### src/rtl/misaligned_store_split_if.sv
`default_nettype none
// +----------------------------------------------------------------------+
// | misaligned_store_split_if : store request / write beat bundle         |
// | Rev 1.0                                                               |
// +----------------------------------------------------------------------+
interface misaligned_store_split_if #(
  parameter int WORDLEN = 64,
  parameter int PA_BITS = 56
);
  logic                   ReqValid;
  logic                   ReqReady;
  logic [2:0]             ReqSize;
  logic [PA_BITS-1:0]     ReqAdr;
  logic [WORDLEN-1:0]     ReqData;
  logic                   BeatValid;
  logic                   BeatReady;
  logic [PA_BITS-1:0]     BeatAdr;
  logic [WORDLEN-1:0]     BeatData;
  logic [WORDLEN/8-1:0]   BeatByteMask;
  logic                   BeatLast;
  logic                   BeatSecond;
  logic                   MisalignedErr;

  // Requester side: issues stores and sinks the resulting beats.
  modport master (
    output ReqValid, ReqSize, ReqAdr, ReqData, BeatReady,
    input  ReqReady, BeatValid, BeatAdr, BeatData, BeatByteMask,
           BeatLast, BeatSecond, MisalignedErr
  );

  modport slave (
    input  ReqValid, ReqSize, ReqAdr, ReqData, BeatReady,
    output ReqReady, BeatValid, BeatAdr, BeatData, BeatByteMask,
           BeatLast, BeatSecond, MisalignedErr
  );
endinterface
`default_nettype wire

### src/rtl/misaligned_store_split.sv
`default_nettype none
// +----------------------------------------------------------------------+
// | misaligned_store_split : splits word-boundary-crossing stores into    |
// | two byte-masked beats. Rev 1.0                                        |
// +----------------------------------------------------------------------+
module misaligned_store_split #(
  parameter int WORDLEN          = 64,
  parameter int PA_BITS          = 56,
  parameter int ALLOW_MISALIGNED = 1
) (
  input  wire logic                clk,
  input  wire logic                resetn,
  misaligned_store_split_if.slave  bus
);

  localparam int         NB        = WORDLEN / 8;
  localparam int         OFFW      = $clog2(NB);
  localparam logic [1:0] MAX_SIZE  = 2'(OFFW);
  localparam logic       SPLIT_OK  = (ALLOW_MISALIGNED != 0);

  localparam logic [1:0] S_IDLE  = 2'd0;
  localparam logic [1:0] S_BEAT0 = 2'd1;
  localparam logic [1:0] S_BEAT1 = 2'd2;

  logic [1:0]           state_q, state_d;
  logic [2*NB-1:0]      mask_q, mask_d;
  logic [2*WORDLEN-1:0] data_q, data_d;
  logic [PA_BITS-1:0]   adr_q, adr_d;
  logic                 cross_q, cross_d;
  logic                 err_q, err_d;

  logic [1:0]           size_eff;
  logic [OFFW-1:0]      off;
  logic [NB-1:0]        size_mask;
  logic [WORDLEN-1:0]   data_sized;
  logic [2*NB-1:0]      ext_mask;
  logic [2*WORDLEN-1:0] ext_data;
  logic                 req_cross;

  logic                 beat_valid;
  logic                 beat_last;
  logic                 beat_second;
  logic [NB-1:0]        beat_mask;
  logic [WORDLEN-1:0]   beat_data;
  logic [PA_BITS-1:0]   beat_adr;
  logic                 req_ready;

  logic                 accept;
  logic                 reject;
  logic                 load;

  // Only the low two size bits are meaningful.
  logic                 unused_size_msb;
  assign unused_size_msb = bus.ReqSize[2];

  // Request decode: lane-position mask and data across a double-width window.
  always_comb begin
    size_eff   = bus.ReqSize[1:0];
    if (size_eff > MAX_SIZE) begin
      size_eff = MAX_SIZE;
    end
    off        = bus.ReqAdr[OFFW-1:0];
    size_mask  = '0;
    data_sized = '0;
    for (int i = 0; i < NB; i++) begin
      size_mask[i] = (i < int'(32'd1 << size_eff));
      if (size_mask[i]) begin
        data_sized[8*i +: 8] = bus.ReqData[8*i +: 8];
      end
    end
    ext_mask  = {{NB{1'b0}}, size_mask} << off;
    ext_data  = {{WORDLEN{1'b0}}, data_sized} << {off, 3'b000};
    req_cross = |ext_mask[2*NB-1:NB];
  end

  assign accept = bus.ReqValid & req_ready;
  assign reject = accept & req_cross & ~SPLIT_OK;
  assign load   = accept & ~reject;

  always_ff @(posedge clk or negedge resetn) begin
    if (!resetn) begin
      state_q <= S_IDLE;
      mask_q  <= '0;
      data_q  <= '0;
      adr_q   <= '0;
      cross_q <= 1'b0;
      err_q   <= 1'b0;
    end else begin
      state_q <= state_d;
      mask_q  <= mask_d;
      data_q  <= data_d;
      adr_q   <= adr_d;
      cross_q <= cross_d;
      err_q   <= err_d;
    end
  end

  // Request capture; fields only change when a new store is taken.
  always_comb begin
    mask_d  = mask_q;
    data_d  = data_q;
    adr_d   = adr_q;
    cross_d = cross_q;
    err_d   = reject;
    if (load) begin
      mask_d  = ext_mask;
      data_d  = ext_data;
      adr_d   = {bus.ReqAdr[PA_BITS-1:OFFW], {OFFW{1'b0}}};
      cross_d = req_cross;
    end
  end

  always_comb begin
    state_d = state_q;
    case (state_q)
      S_IDLE: begin
        if (load) begin
          state_d = S_BEAT0;
        end
      end
      S_BEAT0: begin
        if (bus.BeatReady) begin
          if (cross_q) begin
            state_d = S_BEAT1;
          end else begin
            state_d = load ? S_BEAT0 : S_IDLE;
          end
        end
      end
      S_BEAT1: begin
        if (bus.BeatReady) begin
          state_d = load ? S_BEAT0 : S_IDLE;
        end
      end
      default: state_d = S_IDLE;
    endcase
  end

  always_comb begin
    beat_valid  = (state_q != S_IDLE);
    beat_second = (state_q == S_BEAT1);
    beat_last   = (state_q == S_BEAT1) | ((state_q == S_BEAT0) & ~cross_q);
    if (state_q == S_BEAT1) begin
      beat_mask = mask_q[2*NB-1:NB];
      beat_data = data_q[2*WORDLEN-1:WORDLEN];
      beat_adr  = adr_q + PA_BITS'(NB);
    end else begin
      beat_mask = mask_q[NB-1:0];
      beat_data = data_q[WORDLEN-1:0];
      beat_adr  = adr_q;
    end
    req_ready = (state_q == S_IDLE) | (beat_valid & bus.BeatReady & beat_last);
  end

  assign bus.ReqReady      = req_ready;
  assign bus.BeatValid     = beat_valid;
  assign bus.BeatAdr       = beat_adr;
  assign bus.BeatData      = beat_data;
  assign bus.BeatByteMask  = beat_mask;
  assign bus.BeatLast      = beat_last;
  assign bus.BeatSecond    = beat_second;
  assign bus.MisalignedErr = err_q;

endmodule
`default_nettype wire
### src/flat_wrapper.sv
// flat-port wrapper written by rule: the top's interface ports become plain ports
module misaligned_store_split_flat 
#(
  parameter int WORDLEN          = 64,
  parameter int PA_BITS          = 56,
  parameter int ALLOW_MISALIGNED = 1
)
  (clk, resetn, bus_ReqValid, bus_ReqSize, bus_ReqAdr, bus_ReqData, bus_BeatReady, bus_ReqReady, bus_BeatValid, bus_BeatAdr, bus_BeatData, bus_BeatByteMask, bus_BeatLast, bus_BeatSecond, bus_MisalignedErr);
  misaligned_store_split_if #(.WORDLEN(WORDLEN), .PA_BITS(PA_BITS)) bus_i ();
  input  wire logic clk;
  input  wire logic resetn;
  input wire logic [$bits(bus_i.ReqValid)-1:0] bus_ReqValid;
  input wire logic [$bits(bus_i.ReqSize)-1:0] bus_ReqSize;
  input wire logic [$bits(bus_i.ReqAdr)-1:0] bus_ReqAdr;
  input wire logic [$bits(bus_i.ReqData)-1:0] bus_ReqData;
  input wire logic [$bits(bus_i.BeatReady)-1:0] bus_BeatReady;
  output wire logic [$bits(bus_i.ReqReady)-1:0] bus_ReqReady;
  output wire logic [$bits(bus_i.BeatValid)-1:0] bus_BeatValid;
  output wire logic [$bits(bus_i.BeatAdr)-1:0] bus_BeatAdr;
  output wire logic [$bits(bus_i.BeatData)-1:0] bus_BeatData;
  output wire logic [$bits(bus_i.BeatByteMask)-1:0] bus_BeatByteMask;
  output wire logic [$bits(bus_i.BeatLast)-1:0] bus_BeatLast;
  output wire logic [$bits(bus_i.BeatSecond)-1:0] bus_BeatSecond;
  output wire logic [$bits(bus_i.MisalignedErr)-1:0] bus_MisalignedErr;
  assign bus_i.ReqValid = bus_ReqValid;
  assign bus_i.ReqSize = bus_ReqSize;
  assign bus_i.ReqAdr = bus_ReqAdr;
  assign bus_i.ReqData = bus_ReqData;
  assign bus_i.BeatReady = bus_BeatReady;
  assign bus_ReqReady = bus_i.ReqReady;
  assign bus_BeatValid = bus_i.BeatValid;
  assign bus_BeatAdr = bus_i.BeatAdr;
  assign bus_BeatData = bus_i.BeatData;
  assign bus_BeatByteMask = bus_i.BeatByteMask;
  assign bus_BeatLast = bus_i.BeatLast;
  assign bus_BeatSecond = bus_i.BeatSecond;
  assign bus_MisalignedErr = bus_i.MisalignedErr;
  misaligned_store_split #(.WORDLEN(WORDLEN), .PA_BITS(PA_BITS), .ALLOW_MISALIGNED(ALLOW_MISALIGNED)) u_core (.clk(clk), .resetn(resetn), .bus(bus_i));
endmodule
### config.mk
export PLATFORM = sky130hd
export DESIGN_NAME = misaligned_store_split_flat
export DESIGN_NICKNAME = d
export VERILOG_FILES = /design/src/rtl/misaligned_store_split_if.sv /design/src/rtl/misaligned_store_split.sv /design/src/flat_wrapper.sv
export SDC_FILE = /design/constraint.sdc
export NUM_CORES = 1
export LEC_CHECK = 0
export BUFFER_PORTS_ARGS = -buffer_cell sky130_fd_sc_hd__buf_2
export CORE_ASPECT_RATIO = 0.6
export CORE_MARGIN = 2
export CORE_UTILIZATION = 55
export DETAILED_ROUTE_END_ITERATION = 16
export GPL_ROUTABILITY_DRIVEN = 1
export HOLD_SLACK_MARGIN = 0.03
export PLACE_DENSITY = 0.83
export RECOVER_POWER = 25
export SETUP_SLACK_MARGIN = 0.05
export SKIP_CTS_REPAIR_TIMING = 1
export SYNTH_ARGS = -nofsm -noshare
export SYNTH_HDL_FRONTEND = slang
export SYNTH_SLANG_ARGS = --single-unit
### constraint.sdc
create_clock -name clk -period 3.1 [get_ports clk]
set_input_delay 0.775 -clock clk [delete_from_list [all_inputs] [get_ports clk]]
set_output_delay 0.775 -clock clk [all_outputs]
set_load 0.1 [all_outputs]
==> summary.txt <==
Run status
  • Status: finished, violations left
  • Violated checks: capacitance limit, slew limit, setup timing

Drt
  • WL met1: 16,800 um
  • Metal3 WL: 6180 um
  • Top layer in use: met4
  • Wire per inst: 22.6 um
  • First DRT Iteration DRCs: 2,174
  • Vias per cell: 6.24
  • First-pass DRT Iterations: 9
  • Routed vias: 12,200
  • Routed Antenna Nets: 0
  • Routed WL: roughly 44,000 um
  • Metal2 WL: around 20,000 um
  • DRC errors left: 0

Setup path
  • Worst Path Required: 2.32 ns
  • Critical path peak fanout: 6
  • FF-to-FF setup slack: 0.74 ns
  • Crit start category: flop
  • Reg-to-reg startpoint: u_core.cross_q$_DFFE_PN0N_
  • Critical path type: flop to output pin
  • Setup crit end: bus_BeatAdr[28]
  • Reg2reg end: u_core.data_q[117]$_DFFE_PN0N_
  • Crit path DAT: 2.66 ns
  • R2R depth: 5
  • Crit. End Element: output pin
  • Crit path from: u_core.adr_q[10]$_DFFE_PN0N_

Pwr
  • P_leak: 7.89 nW
  • Power per cell area: 1210 nW/um2
  • Total design power: approximately 0.02 W
  • Max VDD drop: 1.11 mV

Yosys
  • Post-synthesis compound-gate area fraction: 17.0%
  • Post-Synth XOR/XNOR Area: 4.09%
  • Yosys cell types: 57
  • Main combinational cell family by area after synthesis: simple AND/OR/NAND/NOR gates
  • Seq/Total Area, Yosys: 42.9%
  • Post-Synth Simple-Gate Area: 27.7%
  • Yosys top cell by area: dfrtp_1
  • Synth area leaders: dfrtp_1 43%, nand2_1 17%, o31ai_1 2.9%
  • Top_reg_cell synth: dfrtp_1
  • Seq cells post-synth: about 190
  • Cell area after synthesis: 11,100 um2
  • Ys async rst share: 100%
  • Post-synthesis adder-cell area fraction: less than 1%
  • Ys Warns: 0
  • Mux contribution to synthesized area: 3.77%
  • Share of the synthesized area in the top cell type: between 40% and 50%
  • Synth Area per Inst: 7.97 um2
  • Post-synthesis cell count: 1,397
  • EDFF count, synth: 0

Placement
  • I/O Buffers: 254
  • DP Wirelength: 29,900 um
  • GPL Wtd Cong: 0.989

STA
  • RSZ-0062 raised after global routing: yes
  • Final period utilization: 111%
  • Final count of negative-setup-slack endpoints: 38
  • Worst slew margin: -29.3%
  • Worst slew pin tran: slightly below 2 ns
  • Clock Skew: 0.00883 ns
  • Max Slew Vio Count: 73
  • Fmax: about 0.29 GHz
  • Post-route setup slack: -0.335 ns
  • Fin crit period: 3.43 ns
  • Number of hold violations in the final report: 0

GRT
  • GR Overflow Total: 0
  • Initial antenna violation count: 0
  • Vias in the first global route: 10,900
  • Global-route wire length before repair: 62,000 um
  • Pin count of the biggest net entering global routing: 90
  • Total track usage: 38.0%

Clock tree
  • CTS sink cnt: roughly 190
  • CTS tree: yes
  • H-tree level count: 4
  • Clk Tree Root Cell: clkbuf_16
  • Reg clk slew, reported paths: 0.08 ns
  • Worst-Skew Late Latency: 0.45 ns
  • Max clock buf depth: 2
  • CTS Buf Count: 17

Floorplanning
  • Die width: 188 um
  • Starting Density: roughly 56%
  • Ports: 260
  • # rows: 40
  • Die Y: 114 um
  • Core area: 19,900 um2
  • Die area: 21,400 um2

Layout
  • Area Growth Syn to Fin: 44.4%
  • Nets: 1,799
  • N_diodes: 0
  • Commonest non-fill, non-tap cell in the layout: nand2_1
  • Core Util, Final: 80.8%
  • Most frequent cells in the layout: 506 x nand2_1, 174 x dfrtp_1, 161 x buf_2, 92 x buf_12, 89 x buf_4
  • Layout cells sized above 1: 31.5%

Worst hold path
  • Hold Crit Class: flop to flop

Run
  • Max-cap viol count: 1
==> power by group <==
group	internal, W	leakage, nW	total [W]	switching [W]
clock network	0.00119	0.267	0.00222	0.00103
logic	0.00396	5.18	0.0131	0.00918
registers	0.00339	2.44	0.00416	0.000766
==> cells in the mapped netlist, drive strengths merged (11+ instances only) <==
| library cell | number |
|---|---|
| nand2 | 514 |
| dfrtp | 191 |
| clkbuf | 79 |
| nor2 | 64 |
| o21ai | 55 |
| a21oi | 50 |
| nand3 | 43 |
| o31ai | 43 |
| xnor2 | 34 |
| buf | 27 |
| mux2i | 24 |
| nor3 | 23 |
| a21o | 20 |
| o221ai | 18 |
| xor2 | 18 |
| a211oi | 16 |
| a22oi | 16 |
| mux2 | 16 |
| and2 | 14 |
| nand4 | 13 |
| o21a | 11 |
==> final cells by class <==
cell class | count | area [um2]
Tap cell | 273 | 342
Clock inverter | 12 | 138
Sequential cell | 191 | 4800
Fill cell | 1183 | 3830
Inverter | 10 | 37.5
Clock buffer | 19 | 433
Multi-Input combinational cell | 1093 | 6870
Timing Repair Buffer | 358 | 3470
==> sequential cells by signal, summed over array words and instances (netlist names) <==
register	count
u_core.data_q	120
u_core.adr_q	53
u_core.mask_q	15
u_core.state_q	2
u_core.cross_q	1
==> stage by stage <==
step	std cells	setup TNS [ns]	cell area [um2]	hold slack (ns)	setup WS (ns)
2_1_floorplan	1400	-2.60	11800	0.439	-0.577
3_3_place_gp	1894	0	15000	0.449	0.157
3_5_place_dp	1894	0	15000	0.456	0.0618
4_1_cts	1925	-10.42	15500	0.363	-0.413
5_1_grt	1956	-8.86	16100	0.482	-0.362
6_report	1956	-6.28	16100	0.472	-0.335
==> layer usage <==
metal	vias to the layer above	GRT usage, %
met1	5801	55.0
met2	974	55.9
met5	-	0
li1	5291	-
met3	143	11.8
met4	0	9.76
==> logic make-up (layout without fill, tap and decap cells) <==
logic type | after synthesis | count (layout)
muxes | 40 | 40
AOI/OAI and AO/OA | 275 | 275
adders and majority gates | 3 | 3
xor gates and xnor gates | 52 | 52
buffers and inverters | 116 | 399
other | 1 | 4
DFF | 191 | 191
and+or+nand+nor | 719 | 719
==> worst max-delay path: stages (launching register included) <==
cell,delay (ns)
dfrtp_1,0.42
nand2_2,0.10
or4_4,0.59
buf_4,0.17
nor3_4,0.12
buf_6,0.18
nand3_2,0.13
xnor2_2,0.27
buf_12,0.21
==> worst min-delay path by stage <==
stage | start | to | slack [ns] | cells after the start
after floorplan | u_core.data_q[0]$_DFFE_PN0N_ | u_core.data_q[0]$_DFFE_PN0N_ | 0.44 | 2
after global placement | u_core.data_q[3]$_DFFE_PN0N_ | u_core.data_q[3]$_DFFE_PN0N_ | 0.45 | 2
after detailed placement | u_core.data_q[90]$_DFFE_PN0N_ | u_core.data_q[90]$_DFFE_PN0N_ | 0.46 | 2
after CTS | resetn | u_core.data_q[109]$_DFFE_PN0N_ | 0.36 | 1
after global routing | u_core.data_q[90]$_DFFE_PN0N_ | u_core.data_q[90]$_DFFE_PN0N_ | 0.48 | 2
final | u_core.data_q[90]$_DFFE_PN0N_ | u_core.data_q[90]$_DFFE_PN0N_ | 0.47 | 2
Power figures use the tool's default switching activity.
